==> src/rtl/rc4_crack_controller.sv <==
// Top-level sequencer for one RC4 brute-force core: loads the ciphertext once per search,
// then walks candidate keys through S-init, KSA and PRGA/decrypt until a valid key is found.
module rc4_crack_controller #(
    parameter int unsigned             KEY_WIDTH = 24,
    parameter logic [KEY_WIDTH-1:0]    KEY_START = 24'h000000,
    parameter logic [KEY_WIDTH-1:0]    KEY_END   = 24'h3FFFFF,
    parameter int unsigned             KEY_STEP  = 1
) (
    input  logic                 clk,
    input  logic                 reset,
    input  logic                 start,
    input  logic                 stop,
    output logic                 rom_reset,
    input  logic                 rom_done,
    output logic                 init_start,
    input  logic                 init_done,
    output logic                 ksa_start,
    input  logic                 ksa_done,
    output logic                 prga_start,
    input  logic                 prga_done,
    input  logic                 prga_valid,
    output logic [KEY_WIDTH-1:0] secret_key,
    output logic                 busy,
    output logic                 key_found,
    output logic                 key_exhausted,
    output logic [3:0]           phase
);

    typedef enum logic [3:0] {
        StIdle      = 4'd0,
        StMsgRst    = 4'd1,
        StMsgSettle = 4'd2,
        StMsgWait   = 4'd3,
        StInitGo    = 4'd4,
        StInitWait  = 4'd5,
        StKsaGo     = 4'd6,
        StKsaWait   = 4'd7,
        StPrgaGo    = 4'd8,
        StPrgaWait  = 4'd9,
        StNextKey   = 4'd10,
        StFound     = 4'd11,
        StExhausted = 4'd12
    } state_t;

    // One extra bit so the end-of-range test cannot be fooled by wrap-around.
    localparam logic [KEY_WIDTH:0] StepExt = (KEY_WIDTH + 1)'(KEY_STEP);
    localparam logic [KEY_WIDTH:0] EndExt  = {1'b0, KEY_END};

    state_t             state;
    logic [KEY_WIDTH:0] key_next;

    assign key_next = {1'b0, secret_key} + StepExt;
    assign phase    = state;

    always_ff @(posedge clk) begin
        if (reset) begin
            state         <= StIdle;
            secret_key    <= KEY_START;
            rom_reset     <= 1'b0;
            init_start    <= 1'b0;
            ksa_start     <= 1'b0;
            prga_start    <= 1'b0;
            busy          <= 1'b0;
            key_found     <= 1'b0;
            key_exhausted <= 1'b0;
        end else begin
            rom_reset  <= 1'b0;
            init_start <= 1'b0;
            ksa_start  <= 1'b0;
            prga_start <= 1'b0;
            case (state)
                StIdle, StFound, StExhausted: begin
                    // A sibling's stop only blocks a fresh search from IDLE.
                    if (start && !(stop && state == StIdle)) begin
                        state         <= StMsgRst;
                        rom_reset     <= 1'b1;
                        busy          <= 1'b1;
                        secret_key    <= KEY_START;
                        key_found     <= 1'b0;
                        key_exhausted <= 1'b0;
                    end
                end
                StMsgRst:    state <= StMsgSettle;
                // The reader's done flag lags its reset by a cycle, so skip it here.
                StMsgSettle: state <= StMsgWait;
                StMsgWait: begin
                    if (rom_done) begin
                        state      <= StInitGo;
                        init_start <= 1'b1;
                    end
                end
                StInitGo:    state <= StInitWait;
                StInitWait: begin
                    if (init_done) begin
                        state     <= StKsaGo;
                        ksa_start <= 1'b1;
                    end
                end
                StKsaGo:     state <= StKsaWait;
                StKsaWait: begin
                    if (ksa_done) begin
                        state      <= StPrgaGo;
                        prga_start <= 1'b1;
                    end
                end
                StPrgaGo:    state <= StPrgaWait;
                StPrgaWait: begin
                    if (prga_done) begin
                        if (prga_valid) begin
                            state     <= StFound;
                            busy      <= 1'b0;
                            key_found <= 1'b1;
                        end else begin
                            state <= StNextKey;
                        end
                    end
                end
                StNextKey: begin
                    if (stop) begin
                        state <= StIdle;
                        busy  <= 1'b0;
                    end else if (key_next > EndExt) begin
                        state         <= StExhausted;
                        busy          <= 1'b0;
                        key_exhausted <= 1'b1;
                    end else begin
                        state      <= StInitGo;
                        init_start <= 1'b1;
                        secret_key <= key_next[KEY_WIDTH-1:0];
                    end
                end
                default: begin
                    state <= StIdle;
                    busy  <= 1'b0;
                end
            endcase
        end
    end

endmodule

==> config.mk <==
export PLATFORM = sky130hd
export DESIGN_NAME = rc4_crack_controller
export DESIGN_NICKNAME = d
export VERILOG_FILES = /design/src/rtl/rc4_crack_controller.sv
export SDC_FILE = /design/constraint.sdc
export NUM_CORES = 1
export LEC_CHECK = 0
export BUFFER_PORTS_ARGS = -buffer_cell sky130_fd_sc_hd__buf_2
export CORE_MARGIN = 3
export CORE_UTILIZATION = 45
export CTS_CLUSTER_SIZE = 10
export DETAILED_ROUTE_END_ITERATION = 10
export PLACE_DENSITY = 0.67
export SLEW_MARGIN = 0
export SYNTH_ARGS = -nofsm -noshare
export SYNTH_HDL_FRONTEND = slang
export SYNTH_SLANG_ARGS = --single-unit
==> constraint.sdc <==
create_clock -name clk -period 3.42 [get_ports clk]
set_input_delay 0.513 -clock clk [delete_from_list [all_inputs] [get_ports clk]]
set_output_delay 0.513 -clock clk [all_outputs]
set_load 0.1 [all_outputs]
Word-level counts from Yosys, hierarchy flattened
Cells that the tools add are included.

Bits in latches: 0. Input bits: 9. Memories: 0. Memory bits (writable): 0. Output and inout port bits: 35. Register bits after elaboration: 35. Word-level logic and storage cells: 86. Bits in read-only memories: 0.

Muxes and demuxes: 33. Equal/unequal tests: 22. Multiply operators: 0. Bitwise gates (word level): 4. $lt $le $gt $ge: 1. Reductions and logical operators: 16. $add $sub $neg: 1. Shift operators: 0. Divide/modulo/power cells: 0.

Operators with widths (count): two-way mux 24 bit (3); one-hot mux 24 bit (2 select lines) (1); one-hot mux 4 bit (11 select lines) (1); two-way mux 4 bit (7); adder 24 x 1 -> 25 bit, second input constant (1); > comparator 25 x 22 -> 1 bit, second input constant (1); == test 4 bit, second input constant (5); != test 2 bit, second input constant (9); two-way mux 1 bit (17); == test 4 x 3 -> 1 bit, second input constant (4); AND reduction 4 bit (3); AND reduction 5 bit (2); == test 4 x 2 -> 1 bit, second input constant (2); OR reduction 8 bit (1); one-hot mux 1 bit (2 select lines) (3); OR reduction 2 bit (3); == test 4 x 1 -> 1 bit, second input constant (1); zero test 4 bit (1); inverter 1 bit (4); one-hot mux 1 bit (4 select lines) (1); nonzero test 2 bit (2); != test 3 bit, second input constant (1); OR reduction 3 bit (1); logical AND 1 bit (2); zero test 1 bit (1).

Longest topological paths before layout
Gate-level depths: netlist (run 1).

Depth after elaboration: 6. Gate-level depth with buffers: 11. Gate-level depth less buffers: 9.

Worst setup path after synthesis (run 1)
Ideal clock, no wire load.

Path type: reg-to-reg. Start: register secret_key[0]. End: register secret_key[7]. Required time: 3255 ps. Cell stages (with the launch flop): 12. Setup slack: -4 ps. Buffers on the path: 2. Library setup time: 165 ps. Data arrival time: 3258 ps. Period minus slack after synthesis: 3424 ps. Path through: dfxtp_1 -> inv_1 -> ha_1 -> nand4b_1 -> or4_1 -> nor4_1 -> o2111ai_1 -> a2111oi_4 -> or2_1 -> buf_6 -> buf_12 -> o41ai_1.

Cells in the longest elaborated chain, start to end: 4. Elaborated cells between the ends (all ways): 7. Those cells by class: add/sub (1); order compare (1); eq/ne (1); mux (3); reduce/logical (1).

RTL lines: start: declaration (line 22) `output logic [KEY_WIDTH-1:0] secret_key,`; start signal: assignment (line 129) `secret_key <= key_next[KEY_WIDTH-1:0];`; adder 24 x 1 -> 25 bit (*) (line 52) `assign key_next = {1'b0, secret_key} + StepExt;`; > comparator 25 x 22 -> 1 bit or two-way mux 24 bit (tied branches) (line 122) `end else if (key_next > EndExt) begin`; != test 2 bit (no line) or two-way mux 24 bit (tied branches); AND reduction 4 bit (no line) or one-hot mux 24 bit (2 select lines) (tied branches).

Mark *: on every way between the ends. The rest lies on a longest branch, timed or not. The select of a mux whose other input is x is not followed. A chain may end at the register's enable or synchronous reset.

Final worst setup path (run 1)
Start: register secret_key[0]. End: register init_start.

Cells in the longest elaborated chain, start to end: 5.

RTL lines: adder 24 x 1 -> 25 bit (line 52); > comparator 25 x 22 -> 1 bit (line 122); two-way mux 1 bit (line 122); two-way mux 1 bit (line 119) `if (stop) begin`; one-hot mux 1 bit (2 select lines) (line 71) `case (state)`; end signal: assignment (line 68) `init_start <= 1'b0;`; end signal: assignment (line 89) `init_start <= 1'b1;`; end signal: assignment (line 128) `init_start <= 1'b1;`; end: declaration (line 15) `output logic init_start,`.

No other way between the ends.

==> results.yml, run 1 <==
sta:
  finalCritPeriodShare_pct: 85.5
  worst_slew_pin_slew_ns: 1.13
  rsz0062_at_grt: "no"
  finalHoldViolations: 0
  finalCriticalPeriod_ns: 2.92
  fmax_ghz: 0.342
  slew_headroom_pct: 24.8
  clock_skew_ns: 0.00255
  tns_ns: 0
  setup_slack_ns: 0.497
  slew_viol_final: 0
  setup_viol: 0
finish:
  drive_gt1_share_pct: 22.8
  finalNonFillerCells: 378
  final_cell_mix: "43 x buf_2, 34 x dfxtp_1, 26 x nand2_1"
  layout_commonest_cell: "buf_2"
  fin_area_sq_mm: 0.00259
  fin_util_pct: 54.2
  fin_nets: 321
  n_antenna_cell: 0
  area_growth_pct: 14.3
clocking:
  hold_buffers: 0
  numClockSinks: 35
  cts_buffers: 5
  clk_path_buf_depth: 2
  cts_htree_levels: 2
  cts-root-buf: "clkbuf_8"
  cts_resized: 0
  postCtsSetupBuffers: 0
  clock_latency_ns: 0.29
  cts_tree: "built"
  clk_pin_slew_ns: 0.07
setup_path:
  required_ns: 3.56
  start_kind: "register"
  rr_worst_depth: 10
  timing.rr.end: "init_start$_SDFF_PP0_"
  crit_fanout: 9
  crit_type: "reg -> reg"
  regToRegStartpoint: "secret_key[0]$_SDFFE_PP0P_"
  endpoint_kind: "register"
  cp.arrival_ns: 3.06
  reg2reg_slack_ns: 0.50
placed_design:
  dp_cells: 370
  place_area_sq_mm: 0.00250
  dp_slack_ns: 0.542
  port-buffer-count: 43
  gp_congestion: 0.833
  dp_hpwl_microns: 4210
power:
  cellLeakagePower_nw: 0.882
  intPower_mw: 0.669
  power_density_mw_per_mm2: 454
  pwr-share-comb_pct: 33.3
  power.switching_mw: 0.509
  clockPowerShare_pct: 25.5
  sw_frac_of_total_pct: 43.2
  peakVddDrop_v: 0.000428
  seq_power_share_pct: 41.2
routing:
  firstDrtPassIters: 4
  via_per_inst: 6.08
  drt_first_iter_violations: 182
  routed_wirelength_microns: 6200
  wire_per_inst_microns: 16.4
  ant_nets: 0
  vias: 2298
  route.detailed.drc: 0
synthesis:
  synth-seq-cells: 35
  yosysSeqAreaShare_pct: 30.9
  synthArstFlopShare_pct: 0
  synthesis.instances: 276
  synth_top_family_by_area: "simple AND/OR/NAND/NOR gates"
  yosys.cell_types.count: 63
  synth.avg_cell_area_sq_um: 8.22
  synthAdderAreaFrac_pct: 1.10
  synth_mux_area_share_pct: 1.82
  synth-compound-area-share_pct: 20.4
  synthSimpleGateAreaFrac_pct: 38.4
  synth-main-ff-cell: "dfxtp_1"
  syn-cell-area_sq_mm: 0.00227
  synth_fp_nets: 287
  yosysWarnings: 0
  synth_xor_area_share_pct: 1.93
  synth_edf_count: 0
flow_run:
  cap_violations: 0
floorplan:
  die-width_microns: 77
  start_util_pct: 47.4
  core.rowCount: 25
  core_area_sq_mm: 0.00479
  fp.dieArea_sq_mm: 0.00593
  die_h_microns: 77
  io_pins: 44
hold_path:
  hold_class: "reg -> reg"
  hold_depth: 2
  hold_path.startpoint: "key_exhausted$_SDFFE_PP0P_"
  hold_end: "key_exhausted$_SDFFE_PP0P_"
status:
  status: "complete, no violations"
global_routing:
  antenna_found_initial: 0
  overflow: 0
  grt_max_degree: 50
  gr-usage-all-layers_pct: 21.0
  grt_pass1_wl_microns: 10300
  grt_pass1_vias: 2073
synth_stat cells, types with 3 or more instances:
cell / n / area share, %
a21oi_1: 8 / 1.8
and3_1: 5 / 1.4
clkbuf_1: 17 / 2.8
dfxtp_1: 35 / 31
inv_1: 5 / 0.83
mux2i_1: 3 / 1.3
nand2_1: 26 / 4.3
nand3_1: 14 / 3.1
nand4_1: 6 / 1.7
nand4b_1: 20 / 7.7
nor2_1: 16 / 2.6
nor2b_1: 7 / 1.9
nor4_1: 3 / 0.83
o21ai_0: 20 / 4.4
o31ai_1: 4 / 1.3
o41ai_1: 12 / 4.6
or3_1: 4 / 1.1
or4_1: 14 / 4.6
xor2_1: 3 / 1.2
metrics by stage:
step	total power [mW]	hold slack, ns
after CTS	1.19	0.461
after global routing	1.24	0.473
after global placement	0.883	0.447
final	1.18	0.461
after floorplan	0.817	0.659
after detailed placement	0.885	0.450
metal layers:
metal	up-vias	wire length (microns)	track usage [%]
met5	-	0	0
met4	0	95	8.36
met3	6	298	3.40
met2	66	2720	30.6
met1	1087	3090	30.6
li1	1139	-	-
how the worst max path moves through the flow:
stage | startpoint | endpoint | slack, ns | cells after the start
after floorplan | secret_key[1]$_SDFFE_PP0P_ | secret_key[7]$_SDFFE_PP0P_ | 0.05 | 10
after global placement | secret_key[0]$_SDFFE_PP0P_ | busy$_SDFFE_PP0P_ | 0.61 | 10
after detailed placement | secret_key[0]$_SDFFE_PP0P_ | init_start$_SDFF_PP0_ | 0.54 | 10
after CTS | secret_key[0]$_SDFFE_PP0P_ | init_start$_SDFF_PP0_ | 0.51 | 10
after global routing | secret_key[0]$_SDFFE_PP0P_ | phase[3]$_SDFFE_PP0P_ | 0.24 | 9
final | secret_key[0]$_SDFFE_PP0P_ | init_start$_SDFF_PP0_ | 0.50 | 10
state kept, by name, summed over array words and instances (netlist names):
name / count
key_exhausted: 1
prga_start: 1
phase: 4
key_found: 1
rom_reset: 1
ksa_start: 1
init_start: 1
secret_key: 24
busy: 1
power by group through the flow:
stage	Sequential [mW]	Combinational, mW	Clock, mW
global placement	0.492	0.391	0
CTS	0.484	0.392	0.309
floorplan	0.622	0.194	0
detailed placement	0.494	0.391	0
global route	0.493	0.418	0.331
finish	0.485	0.393	0.300
critical path, cell delays in order, from the launching register on:
cell and delay, ns:
dfxtp_2 0.41, inv_1 0.06, ha_1 0.29, nand4b_1 0.16, or4_1 0.41, nor4_1 0.27, o2111ai_1 0.21, a2111oi_4 0.49
or2_1 0.19, buf_4 0.18, a21oi_1 0.08
cell type report:
type / count / area [sq um]
Tap cell: 67 / 83.8
Timing Repair Buffer: 48 / 253
Multi-Input combinational cell: 215 / 1450
Fill cell: 471 / 2190
Sequential cell: 35 / 702
Inverter: 5 / 18.8
Clock buffer: 5 / 68.8
Clock inverter: 3 / 20.0
kinds of logic (layout without fill, tap and decap cells):
family	count (synthesis)	count (layout)
AO/OA/AOI/OAI	65	65
AND/OR/NAND/NOR	139	139
flip-flops	35	35
XOR/XNOR	5	5
multiplexers	4	4
buffers and inverters	26	61
adder cells (fa/ha/maj)	2	2
Note: power is estimated with default switching activity, not from simulation.
==> run 2, diff against run 1 <==
Clock period 3.42 ns to 3.25 ns, I/O delays scaled along.
==> run 2 against run 1 <==
Sequential power is 5.2% higher. Critical endpoint is now secret_key[5]$_SDFFE_PP0P_. Sequential share of layout area is 0.27 points lower. Largest cell class unchanged. Fmax is 1.2% higher. Core utilization is 0.65 points higher. Global-route usage is 0.18 points lower. Routed wire length is 1.6% lower. Non-clock buffer count is 5 higher. Worst hold slack worse by 0.010 ns. Die area stayed put. First-iteration DRC count is 2.7% lower.
==> results.yml, run 2 (synthesis gave the netlist of run 1 again) <==
hold_path:
  hold_depth: 2
  hold_path.startpoint: "init_done"
  hold_end: "ksa_start$_SDFF_PP0_"
  hold_class: "in -> reg"
setup_path:
  reg2reg_slack_ns: 0.36
  rr_worst_depth: 10
  cp_num_buf_inv: 2
  crit_start: "secret_key[0]$_SDFFE_PP0P_"
  required_ns: 3.40
  max_stage_delay_ns: 0.41
  crit_fanout: 9
  cp.arrival_ns: 3.03
  critical_path.cell_chain: "inv_1, ha_1, nand4b_1, or4_1, nor4_1, o2111ai_1, a2111oi_4, or2_1, buf_4, o41ai_1"
  crit_type: "reg -> reg"
  endpoint_kind: "register"
  start_kind: "register"
  regToRegStartpoint: "secret_key[0]$_SDFFE_PP0P_"
  timing.rr.end: "secret_key[5]$_SDFFE_PP0P_"
  crit_family: "simple AND/OR/NAND/NOR gates"
  slowest_stage: "or4_1"
finish:
  fin_nets: 326
  drive_gt1_share_pct: 23.7
  final_cell_mix: "43 x buf_2, 33 x dfxtp_1, 26 x nand2_1"
  layout_commonest_cell: "buf_2"
  n_antenna_cell: 0
  regMostFlops: "secret_key"
  largest_register_ff_count: 24
  area_growth_pct: 15.7
routing:
  routed_wirelength_microns: 6100
  via_per_inst: 6.04
  vias: 2313
  ant_nets: 0
  firstDrtPassIters: 5
  drt_first_iter_violations: 177
  route.detailed.drc: 0
  wire_per_inst_microns: 15.9
placed_design:
  port-buffer-count: 43
  dp_hpwl_microns: 4280
  dp_slack_ns: 0.398
  gp_congestion: 0.906
clocking:
  cts_tree: "built"
  clk_pin_slew_ns: 0.07
  cts-root-buf: "clkbuf_8"
  cts_buffers: 5
  hold_buffers: 0
  cts_htree_levels: 2
  clk_path_buf_depth: 2
  cts_resized: 0
  numClockSinks: 35
  postCtsSetupBuffers: 0
  clock_latency_ns: 0.29
floorplan:
  die-width_microns: 77
  core_area_sq_mm: 0.00479
  die_h_microns: 77
  io_pins: 44
  core.rowCount: 25
  start_util_pct: 47.4
  fp.dieArea_sq_mm: 0.00593
power:
  power_density_mw_per_mm2: 469
  intPower_mw: 0.709
  power.switching_mw: 0.524
  cellLeakagePower_nw: 0.911
  clockPowerShare_pct: 24.8
  pwr-share-comb_pct: 33.9
  sw_frac_of_total_pct: 42.5
  peakVddDrop_v: 0.000442
  power.total_mw: 1.23
  seq_power_share_pct: 41.4
sta:
  clock_skew_ns: 0.00825
  finalHoldViolations: 0
  tns_ns: 0
  slew_headroom_pct: 47.9
  rsz0062_at_grt: "no"
  worst_slew_pin_slew_ns: 0.781
  setup_viol: 0
  fmax_ghz: 0.346
  setup_slack_ns: 0.362
  finalCriticalPeriod_ns: 2.89
  slew_viol_final: 0
  finalCritPeriodShare_pct: 88.9
global_routing:
  grt_max_degree: 50
  gr-usage-all-layers_pct: 20.8
  grt_pass1_wl_microns: 10300
  overflow: 0
  grt_pass1_vias: 2067
  antenna_found_initial: 0
flow_run:
  cap_violations: 0
status:
  status: "complete, no violations"
run 2: changes by cell type in the layout (fill, tap and decap cells not counted):
cell | previous run | this run
buf_4 | 5 | 10
clkbuf_1 | 0 | 2
clkinvlp_4 | 2 | 0
dfxtp_1 | 34 | 33
dfxtp_2 | 1 | 2
run 2: layer usage:
layer | part of all wire, % | global-route usage (%)
met3 | 5.0 | 3.87
met1 | 50 | 30.2
met5 | 0 | 0
met2 | 44 | 30.8
met4 | 1.2 | 6.94
run 2: layout make-up:
| type | count | area (sq um) |
|---|---|---|
| clock inverters | 1 | 5.00 |
| well taps | 67 | 83.8 |
| repair buffers | 53 | 290 |
| flip-flops and latches | 35 | 703 |
| fillers | 472 | 2160 |
| inverters | 5 | 18.8 |
| multi-input cells | 215 | 1450 |
| clock buffers | 7 | 76.3 |
run 2: power groups by stage:
stage | clock network (mW) | logic (mW) | registers, mW
after global placement | 0 | 0.417 | 0.519
after CTS | 0.310 | 0.417 | 0.509
after detailed placement | 0 | 0.416 | 0.519
after floorplan | 0 | 0.204 | 0.655
final | 0.305 | 0.417 | 0.510
after global routing | 0.331 | 0.443 | 0.516
run 2: worst max path at each step:
stage	cells past startpoint	slack, ns	end
2_1_floorplan	9	0.12	secret_key[7]$_SDFFE_PP0P_
3_3_place_gp	10	0.51	secret_key[17]$_SDFFE_PP0P_
3_5_place_dp	10	0.40	secret_key[5]$_SDFFE_PP0P_
4_1_cts	10	0.39	secret_key[5]$_SDFFE_PP0P_
5_1_grt	10	0.21	secret_key[5]$_SDFFE_PP0P_
6_report	10	0.36	secret_key[5]$_SDFFE_PP0P_
run 2: stage by stage:
stage / cell area (sq um) / util, % / std cells / hold slack [ns]
6_report: 2630 / 54.8 / 383 / 0.450
5_1_grt: 2630 / 54.8 / 383 / 0.462
4_1_cts: 2630 / 54.8 / 383 / 0.445
3_5_place_dp: 2540 / 53.2 / 375 / 0.456
3_3_place_gp: 2540 / 53.2 / 375 / 0.449
2_1_floorplan: 2270 / - / 276 / 0.633
